--- src/rtl/ps2_key_fifo_if.sv ---
// CPU-side bus for the PS/2 key FIFO: read-acknowledge in, status/data word and irq out.
interface ps2_key_fifo_if;
   logic        ack;
   logic [15:0] dout;
   logic        irq;

   modport master (output ack, input dout, input irq);
   modport slave  (input ack, output dout, output irq);
endinterface

--- src/rtl/ps2_key_fifo.sv ---
// PS/2 keyboard front end: deserialise frames, drop releases/extended codes,
// map make codes to 4-bit keys and queue them behind a 16-bit status/data word.
module ps2_key_fifo #(
   parameter int unsigned DEPTH    = 8,
   parameter int unsigned FILT_LEN = 8,
   parameter int unsigned TIMEOUT  = 100000
) (
   input  logic           clk,
   input  logic           rst_n,
   input  logic           ps2c,
   input  logic           ps2d,
   ps2_key_fifo_if.slave  bus
);

   localparam int unsigned PW = $clog2(DEPTH);
   localparam int unsigned CW = PW + 1;
   localparam int unsigned FW = $clog2(FILT_LEN);
   localparam int unsigned TW = $clog2(TIMEOUT);

   typedef enum logic [1:0] {
      IDLE,
      SHIFT,
      CHECK
   } rx_state_t;

   // ---------------- input conditioning ----------------
   logic [1:0]    c_sync, d_sync;
   logic          c_s, d_s;
   logic          c_filt;
   logic [FW-1:0] filt_cnt;
   logic          fall_q;

   assign c_s = c_sync[1];
   assign d_s = d_sync[1];

   always_ff @(posedge clk or negedge rst_n) begin
      if (!rst_n) begin
         c_sync <= '0;
         d_sync <= '0;
      end else begin
         c_sync <= {c_sync[0], ps2c};
         d_sync <= {d_sync[0], ps2d};
      end
   end

   // A new ps2c level is accepted only after FILT_LEN consecutive differing samples.
   always_ff @(posedge clk or negedge rst_n) begin
      if (!rst_n) begin
         c_filt   <= 1'b0;
         filt_cnt <= '0;
         fall_q   <= 1'b0;
      end else begin
         fall_q <= 1'b0;
         if (c_s == c_filt) begin
            filt_cnt <= '0;
         end else if (filt_cnt == FW'(FILT_LEN - 1)) begin
            c_filt   <= c_s;
            filt_cnt <= '0;
            fall_q   <= c_filt;
         end else begin
            filt_cnt <= filt_cnt + 1'b1;
         end
      end
   end

   // ---------------- receiver FSM ----------------
   rx_state_t     state_q, state_d;
   logic [9:0]    sr;
   logic [3:0]    bit_cnt;
   logic [TW-1:0] tmo_cnt;
   logic          tmo_hit;

   assign tmo_hit = (tmo_cnt == TW'(TIMEOUT - 1));

   always_ff @(posedge clk or negedge rst_n) begin
      if (!rst_n) state_q <= IDLE;
      else        state_q <= state_d;
   end

   always_comb begin
      state_d = state_q;
      unique case (state_q)
         IDLE:    if (fall_q && !d_s) state_d = SHIFT;
         SHIFT: begin
            if (fall_q) begin
               if (bit_cnt == 4'd9) state_d = CHECK;
            end else if (tmo_hit) begin
               state_d = IDLE;
            end
         end
         CHECK:   state_d = IDLE;
         default: state_d = IDLE;
      endcase
   end

   always_ff @(posedge clk or negedge rst_n) begin
      if (!rst_n) begin
         sr      <= '0;
         bit_cnt <= '0;
         tmo_cnt <= '0;
      end else begin
         unique case (state_q)
            SHIFT: begin
               if (fall_q) begin
                  sr      <= {d_s, sr[9:1]};
                  bit_cnt <= bit_cnt + 1'b1;
                  tmo_cnt <= '0;
               end else begin
                  tmo_cnt <= tmo_cnt + 1'b1;
               end
            end
            default: begin
               bit_cnt <= '0;
               tmo_cnt <= '0;
            end
         endcase
      end
   end

   // ---------------- code decoding ----------------
   logic [7:0] rx_byte;
   logic       frame_ok;
   logic       key_hit;
   logic [3:0] key_val;
   logic       ext_q, brk_q;
   logic       push_req;
   logic [3:0] push_key;

   assign rx_byte  = sr[7:0];
   assign frame_ok = (^sr[8:0]) & sr[9];

   always_comb begin
      key_hit = 1'b1;
      key_val = 4'h0;
      unique case (rx_byte)
         8'h45:   key_val = 4'h0;
         8'h16:   key_val = 4'h1;
         8'h1E:   key_val = 4'h2;
         8'h26:   key_val = 4'h3;
         8'h25:   key_val = 4'h4;
         8'h2E:   key_val = 4'h5;
         8'h36:   key_val = 4'h6;
         8'h3D:   key_val = 4'h7;
         8'h3E:   key_val = 4'h8;
         8'h46:   key_val = 4'h9;
         8'h1D:   key_val = 4'hA;
         8'h1C:   key_val = 4'hB;
         8'h1B:   key_val = 4'hC;
         8'h23:   key_val = 4'hD;
         default: key_hit = 1'b0;
      endcase
   end

   // A break prefix swallows the following code and also cancels any extended prefix.
   always_ff @(posedge clk or negedge rst_n) begin
      if (!rst_n) begin
         ext_q    <= 1'b0;
         brk_q    <= 1'b0;
         push_req <= 1'b0;
         push_key <= '0;
      end else begin
         push_req <= 1'b0;
         if (state_q == CHECK && frame_ok) begin
            if (rx_byte == 8'hE0) begin
               ext_q <= 1'b1;
            end else if (rx_byte == 8'hF0) begin
               brk_q <= 1'b1;
            end else if (brk_q) begin
               brk_q <= 1'b0;
               ext_q <= 1'b0;
            end else if (ext_q) begin
               ext_q <= 1'b0;
            end else if (key_hit) begin
               push_req <= 1'b1;
               push_key <= key_val;
            end
         end
      end
   end

   // ---------------- FIFO ----------------
   logic [3:0]    mem [DEPTH];
   logic [PW-1:0] rd_ptr, wr_ptr;
   logic [CW-1:0] count;
   logic          ovf_q;
   logic          ack_q;
   logic          pop_req, do_pop, do_push;
   logic          empty, full;

   assign empty   = (count == '0);
   assign full    = (count == CW'(DEPTH));
   assign pop_req = bus.ack & ~ack_q;
   assign do_pop  = pop_req & ~empty;
   // When full, a same-cycle pop frees the slot the push needs.
   assign do_push = push_req & (~full | do_pop);

   always_ff @(posedge clk or negedge rst_n) begin
      if (!rst_n) begin
         for (int unsigned i = 0; i < DEPTH; i++) mem[i] <= '0;
         rd_ptr <= '0;
         wr_ptr <= '0;
         count  <= '0;
         ovf_q  <= 1'b0;
         ack_q  <= 1'b0;
      end else begin
         ack_q <= bus.ack;
         if (do_push) begin
            mem[wr_ptr] <= push_key;
            wr_ptr      <= wr_ptr + 1'b1;
         end
         if (do_pop) rd_ptr <= rd_ptr + 1'b1;
         unique case ({do_push, do_pop})
            2'b10:   count <= count + 1'b1;
            2'b01:   count <= count - 1'b1;
            default: count <= count;
         endcase
         if (do_pop)                 ovf_q <= 1'b0;
         else if (push_req && full)  ovf_q <= 1'b1;
      end
   end

   // ---------------- output word ----------------
   logic [4:0]  count_w;
   logic [3:0]  count_sat;
   logic [15:0] dout_q;

   assign count_w   = 5'(count);
   assign count_sat = (count_w > 5'd15) ? 4'hF : count_w[3:0];

   always_ff @(posedge clk or negedge rst_n) begin
      if (!rst_n) dout_q <= '0;
      else        dout_q <= {~empty, ovf_q, 2'b00, count_sat, 4'b0000,
                             empty ? 4'h0 : mem[rd_ptr]};
   end

   assign bus.dout = dout_q;
   assign bus.irq  = dout_q[15];

endmodule
--- src/flat_wrapper.sv ---
// flat-port wrapper written by rule: the top's interface ports become plain ports
module ps2_key_fifo_flat 
#(
   parameter int unsigned DEPTH    = 8,
   parameter int unsigned FILT_LEN = 8,
   parameter int unsigned TIMEOUT  = 100000
)
  (clk, rst_n, ps2c, ps2d, bus_ack, bus_dout, bus_irq);
  ps2_key_fifo_if bus_i ();
  input  logic clk;
  input  logic rst_n;
  input  logic ps2c;
  input  logic ps2d;
  input wire logic [$bits(bus_i.ack)-1:0] bus_ack;
  output wire logic [$bits(bus_i.dout)-1:0] bus_dout;
  output wire logic [$bits(bus_i.irq)-1:0] bus_irq;
  assign bus_i.ack = bus_ack;
  assign bus_dout = bus_i.dout;
  assign bus_irq = bus_i.irq;
  ps2_key_fifo #(.DEPTH(DEPTH), .FILT_LEN(FILT_LEN), .TIMEOUT(TIMEOUT)) u_core (.clk(clk), .rst_n(rst_n), .ps2c(ps2c), .ps2d(ps2d), .bus(bus_i));
endmodule
--- config.mk ---
export PLATFORM = sky130hd
export DESIGN_NAME = ps2_key_fifo_flat
export DESIGN_NICKNAME = d
export VERILOG_FILES = /design/src/rtl/ps2_key_fifo_if.sv /design/src/rtl/ps2_key_fifo.sv /design/src/flat_wrapper.sv
export SDC_FILE = /design/constraint.sdc
export NUM_CORES = 1
export LEC_CHECK = 0
export BUFFER_PORTS_ARGS = -buffer_cell sky130_fd_sc_hd__buf_2
export CELL_PAD_IN_SITES_DETAIL_PLACEMENT = 0
export CELL_PAD_IN_SITES_GLOBAL_PLACEMENT = 2
export CORE_ASPECT_RATIO = 0.8
export CORE_MARGIN = 2
export CORE_UTILIZATION = 25
export CTS_BUF_LIST = sky130_fd_sc_hd__clkbuf_2 sky130_fd_sc_hd__clkbuf_4 sky130_fd_sc_hd__clkbuf_8
export DETAILED_ROUTE_END_ITERATION = 6
export GPL_TIMING_DRIVEN = 0
export PLACE_DENSITY_LB_ADDON = 0.1
export SYNTH_ARGS = -nofsm -noshare
export SYNTH_HDL_FRONTEND = slang
export SYNTH_SLANG_ARGS = --single-unit
export TNS_END_PERCENT = 1
--- constraint.sdc ---
create_clock -name clk -period 3 [get_ports clk]
set_input_delay 0.15 -clock clk [delete_from_list [all_inputs] [get_ports clk]]
set_output_delay 0.15 -clock clk [all_outputs]
set_load 0.02 [all_outputs]
# --- Word level (Yosys, flattened, before mapping) ---
# Index checks and enable logic that the tools add are counted.
op_classes:
  add_sub_neg: 7
  n_lt_le_gt_ge: 4
  eq_ne: 30
  mux: 35
  n_bitwise: 15
  n_reduce_logical: 17
op_table:
  columns: ["cell", "count"]
  rows:
  - ["== test 8 x 6 -> 1 bit, second input constant", 7]
  - ["one-hot mux 4 bit (13 select lines)", 1]
  - ["== test 8 x 5 -> 1 bit, second input constant", 5]
  - ["two-way mux 17 bit", 2]
  - ["bitwise mux 32 bit", 1]
  - ["two-way mux 4 bit", 7]
  - ["adder 17 x 1 -> 17 bit, second input constant", 1]
  - ["== test 17 bit, second input constant", 1]
  - ["== test 8 x 7 -> 1 bit, second input constant", 2]
  - ["== test 8 bit, second input constant", 2]
  - ["two-way mux 1 bit", 14]
  - ["OR reduction 14 bit", 1]
  - ["binary-select mux 4 bit (select 3 bit)", 1]
  - ["demux 4 bit (select 3 bit)", 1]
  - ["adder 3 x 1 -> 3 bit, second input constant", 3]
  - ["parity 9 bit", 1]
  - ["adder 4 x 1 -> 4 bit, second input constant", 2]
  - ["== test 4 bit, second input constant", 2]
  - [">= comparator 4 bit, second input constant", 2]
  - ["two-way mux 2 bit", 4]
  - ["inverter 1 bit", 8]
  - ["inverter 3 -> 4 bit", 2]
  - ["one-hot mux 4 bit (2 select lines)", 1]
  - ["AND reduction 2 bit", 4]
  - ["21 further kinds", 33]
totals:
  regBits: 103
  in_bits: 5

# --- Depth between registers and ports, before layout ---
logic_depth:
  word_depth: 9
  depth_mapped: 11
  depth_no_buf: 10

# --- Worst setup path after synthesis ---
# Ideal clock, no wire load.
synth_path:
  path_kind: "register to register"
  start: "reg u_core.count[1]"
  end: "reg u_core.count[2]"
  setup_ps: 127
  arrival_ps: 2149
  required_time_ps: 2873
  slack_ps: 724
  stages_incl_launch_ff: 11
  path_buffers: 1
  cell_sequence: "dfrtp_1 > buf_2 > nor4_2 > nor2_1 > ha_1 > xor2_1 > ha_1 > a21oi_1 > xor2_1 > nor2_1 > xor2_1"
synth_between:
  elab_chain_cells: 7
synth_lines:
  columns: ["element", "line", "source"]
  rows:
  - ["from (decl)", "ps2_key_fifo.sv:184", "logic [CW-1:0] count;"]
  - ["from (signal assigned)", "ps2_key_fifo.sv:213", "2'b10: count <= count + 1'b1;"]
  - ["from (signal assigned)", "ps2_key_fifo.sv:214", "2'b01: count <= count - 1'b1;"]
  - ["from (signal assigned)", "ps2_key_fifo.sv:215", "default: count <= count;"]
  - ["zero test 4 bit (*)", "ps2_key_fifo.sv:190", "assign empty = (count == '0);"]
  - ["inverter 1 bit (*)", "ps2_key_fifo.sv:193", "assign do_pop = pop_req & ~empty;"]
  - ["AND 1 bit (*)", "ps2_key_fifo.sv:193", null]
  - ["via u_core.do_pop", "ps2_key_fifo.sv:187", "logic pop_req, do_pop, do_push;"]
  - ["OR 1 bit", "ps2_key_fifo.sv:195", "assign do_push = push_req & (~full | do_pop);"]
  - ["AND 1 bit", "ps2_key_fifo.sv:195", null]
  - ["== test 2 x 1 -> 1 bit / == test 2 bit (equally long branches)", "ps2_key_fifo.sv:212", "unique case ({do_push, do_pop})"]
  - ["one-hot mux 4 bit (2 select lines) / nonzero test 2 bit (equally long branches)", null, null]
# The timed path passes the listed nets; every way through them passes the cells marked *.
# A chain may end at the register's enable or synchronous reset.

# --- Worst setup path after layout ---
layout_path:
  start: "reg u_core.count[1]"
  end: "reg u_core.count[2]"
layout_between:
  elab_chain_cells: 7
layout_lines:
  columns: ["element", "line"]
  rows:
  - ["zero test 4 bit", "ps2_key_fifo.sv:190"]
  - ["inverter 1 bit", "ps2_key_fifo.sv:193"]
  - ["AND 1 bit", "ps2_key_fifo.sv:193"]
  - ["OR 1 bit", "ps2_key_fifo.sv:195"]
  - ["AND 1 bit", "ps2_key_fifo.sv:195"]
  - ["== test 2 x 1 -> 1 bit / == test 2 bit (equally long branches)", "ps2_key_fifo.sv:212"]
  - ["one-hot mux 4 bit (2 select lines) / nonzero test 2 bit (equally long branches)", null]
# Parallel ways exist; a longest one is shown, timed or not.

==> summary.md <==
| Metric | Value |
|---|---|
| Reg power frac | 0.538 |
| Cell mode on critical path | xor2_1 |
| All-Layer GR Usage | 0.111 |
| CTS tree | built |
| Setup Slack @ Placement | 0.189 ns |
| Reg-to-Reg Start | u_core.count[1]$_DFFE_PN0P_ |
| Setup repair after global routing missed its margin | no |
| Sequential-to-total area share from yosys stat | 0.524 |
| Num CTS Buffers | 9 |
| Least-Margin Pin Slew | 0.759 ns |
| Drt pass-1 iters | 4 |
| Critical path's largest stage delay | 0.39 ns |
| Core Region | 0.0191 sq mm |
| Diode count | 0 |
| Most instantiated library cell after synthesis | dfrtp_1 |
| Starting DRC count in detailed routing | 75 |
| Io pins | 22 |
| Synth area leaders | dfrtp_1 (52%), mux2_2 (8.9%), ha_1 (6.4%), mux4_2 (3.7%), nor2_1 (3.2%) |
| Startpoint Class | flip-flop |
| Hold Violations, Final | 0 |
| Hold slack | 0.268 ns |
| Crit. End Element | flip-flop |
| Skew final | 0.0177 ns |
| Status | finished, final reports clean |
| Synth Register Bits | 103 |
| Global-route wire length before repair | 17.7 mm |
| Async set or reset register ratio after synthesis | 1.00 |
| Root buffer cell | clkbuf_8 |
| Synthesized area | 0.00492 sq mm |
| Rows | 45 |
| CP max stage cell | dfrtp_1 |
| Worst EP arrival | 2.84 ns |
| H-tree depth | 3 |
| Highest clock rate | 0.389 GHz |
| Final Cycle Share | 0.856 |
| Initial core utilization | 0.257 |
| Worst Path Max Fanout | 8 |
| Switching Fraction | 0.301 |
| Setup violators final | 0 |
| Share of post-route cells with drive strength above 1 | 0.226 |
| Class of the worst hold path | in -> async |
| Area share of the leading cell type in the synthesized netlist | 0.524 |
| Vias per cell | 4.33 |
| Synth cell types | 53 |
| Antenna violations before repair | 0 |
| Overall die height | 129 um |
| Cells on worst reg2reg path | 11 |
| Pint | 2040 uW |
| Number of global-route vias before repair | 3263 |
| Synth Instances | 411 |
| Yosys warns | 0 |
| # fillers | 2001 |
| Dpl hpwl | 7.25 mm |
| P_sw | 879 uW |
| Final #Nets | 477 |
| DRC | 0 |
| Synth area leader | dfrtp_1 |
| Commonest cells in the netlist | dfrtp_1 (103), nor2_1 (42), mux2_2 (39) |
| Maxcap violations | 0 |
| Slew Viols, Final | 0 |
| Critical path class | reg -> reg |
| Gr ovfl total | 0 |
| Routed WL per cell | 14.6 um |
| Worst-Skew Late Latency | 0.39 ns |
| Synthesized area per cell | 12.0 sq um |
| DIE AREA | 0.0208 sq mm |
| Buffers on Ports | 15 |
| Post-synth EDFFs | 0 |
| Crit path required time | 3.27 ns |
| Pin count of the biggest net entering global routing | 65 |
| Cells along the critical path | buf_2 -> nor3_1 -> nand3_1 -> nand2_1 -> ha_1 -> xor2_1 -> ha_1 -> a21oi_1 -> xor2_1 -> nor2_1 -> xor2_1 |
| WL final | 10.3 mm |
| Pwr/cell area | 522 mW/mm^2 |
| Leakage | 0.00251 uW |
| Final TNS setup | 0 ns |
| Via count | 3074 |
| RePlAce Congestion | 0.713 |
| Die W | 161 um |
| Gate power share | 0.171 |
| Longest Clk Path Bufs | 2 |
| Post-route minimum period | 2.57 ns |
| DRT antenna net count | 0 |
| Reg2reg setup slack | 0.43 ns |
| Worst Slack Setup Final | 0.431 ns |
| Number of clock sinks | 103 |
| Max VDD drop | 0.000204 V |
| Clock power share | 0.291 |
| Top_reg_cell synth | dfrtp_1 |
| Worst-path clk slew | 0.11 ns |
| Slew HR | 0.490 |
| Area Overhead vs Synth | 13.8% |
| FF-to-FF End | u_core.count[2]$_DFFE_PN0P_ |
cell families after synthesis:
| kind of cell | synth area share |
|---|---|
| xor+xnor | 0.0560 |
| simple gates | 0.134 |
| compound gates | 0.0526 |
| other cells | 0.000762 |
| flops | 0.524 |
| buf+inv | 0.0323 |
| mux | 0.137 |
| fa+ha+maj | 0.0636 |
layout make-up:
type	instances	area (sq um)	share of cell area
Inverter	15	56.3	0.0101
Sequential cell	103	2580	0.460
Clock buffer	11	145	0.0259
Tap cell	258	323	0.0577
Clock inverter	5	38.8	0.00693
Multi-Input combinational cell	279	2210	0.395
Buffer	19	103	0.0183
Timing Repair Buffer	20	145	0.0259
how the worst max path moves through the flow:
stage                                startpoint                           to  slack (ns)  cells after the start
finish              u_core.count[1]$_DFFE_PN0P_  u_core.count[2]$_DFFE_PN0P_        0.43                     11
global route        u_core.count[1]$_DFFE_PN0P_  u_core.count[2]$_DFFE_PN0P_        0.15                     11
CTS                 u_core.count[1]$_DFFE_PN0P_  u_core.count[2]$_DFFE_PN0P_        0.18                     10
detailed placement  u_core.count[1]$_DFFE_PN0P_  u_core.count[2]$_DFFE_PN0P_        0.19                     10
global placement    u_core.count[1]$_DFFE_PN0P_  u_core.count[2]$_DFFE_PN0P_        0.21                     10
floorplan           u_core.count[1]$_DFFE_PN0P_  u_core.count[2]$_DFFE_PN0P_        0.72                     10
metrics by stage:
step,cells,util,instance area (sq um),total power [uW]
finish,710,0.292,5600,2920
global route,710,0.292,5600,3120
CTS,710,0.292,5590,2990
detailed placement,690,0.280,5370,2100
global placement,689,0.279,5340,2080
floorplan,416,-,4940,1930
repair_timing:
action	CTS	global route
resized for setup	0	1
hold endpoints to repair	42	0
buffers inserted	0	0
hold buffers	4	0
endpoints found under the setup margin	0	2
layout by cell type (no fill, tap or decap), types with 5 or more instances in the layout:
cell type and n:
buf_4 8, nand2_1 29, inv_1 14, buf_2 18, mux2_2 39, clkbuf_8 10, xor2_1 18, xnor2_1 9
o21ai_0 12, conb_1 6, a21oi_1 5, ha_1 25, nand3_1 13, nor2_1 42, nand4_1 13, mux4_2 8
clkbuf_1 8, dfrtp_1 103
routing by layer:
metal,GRT usage,vias to the layer above,part of all wire
li1,-,1501,-
met1,0.160,1534,0.55
met2,0.162,29,0.40
met3,0.0301,10,0.030
met4,0.0331,0,0.013
met5,0,-,0
worst max-delay path: cells and delay by family (launching register included):
family,cells,cell delay (ns)
AOI/OAI and AO/OA,1,0.14
buffers and inverters,1,0.18
xor gates and xnor gates,3,0.39
and+or+nand+nor,4,0.87
DFF,1,0.39
adders and majority gates,2,0.48
power by group through the flow:
stage / clock (uW) / combinational [uW] / sequential (uW)
global placement: 0 / 493 / 1590
global route: 970 / 558 / 1590
floorplan: 0 / 310 / 1620
finish: 850 / 499 / 1570
CTS: 915 / 508 / 1570
detailed placement: 0 / 504 / 1590
registers in the layout, indices dropped and copies added (netlist names), 4 cells and up:
register and flops:
u_core.mem 32, u_core.tmo_cnt 17, u_core.bus.dout 10, u_core.sr 10, u_core.bit_cnt 4, u_core.count 4, u_core.push_key 4
No activity file was read; power rests on OpenSTA's default activity.
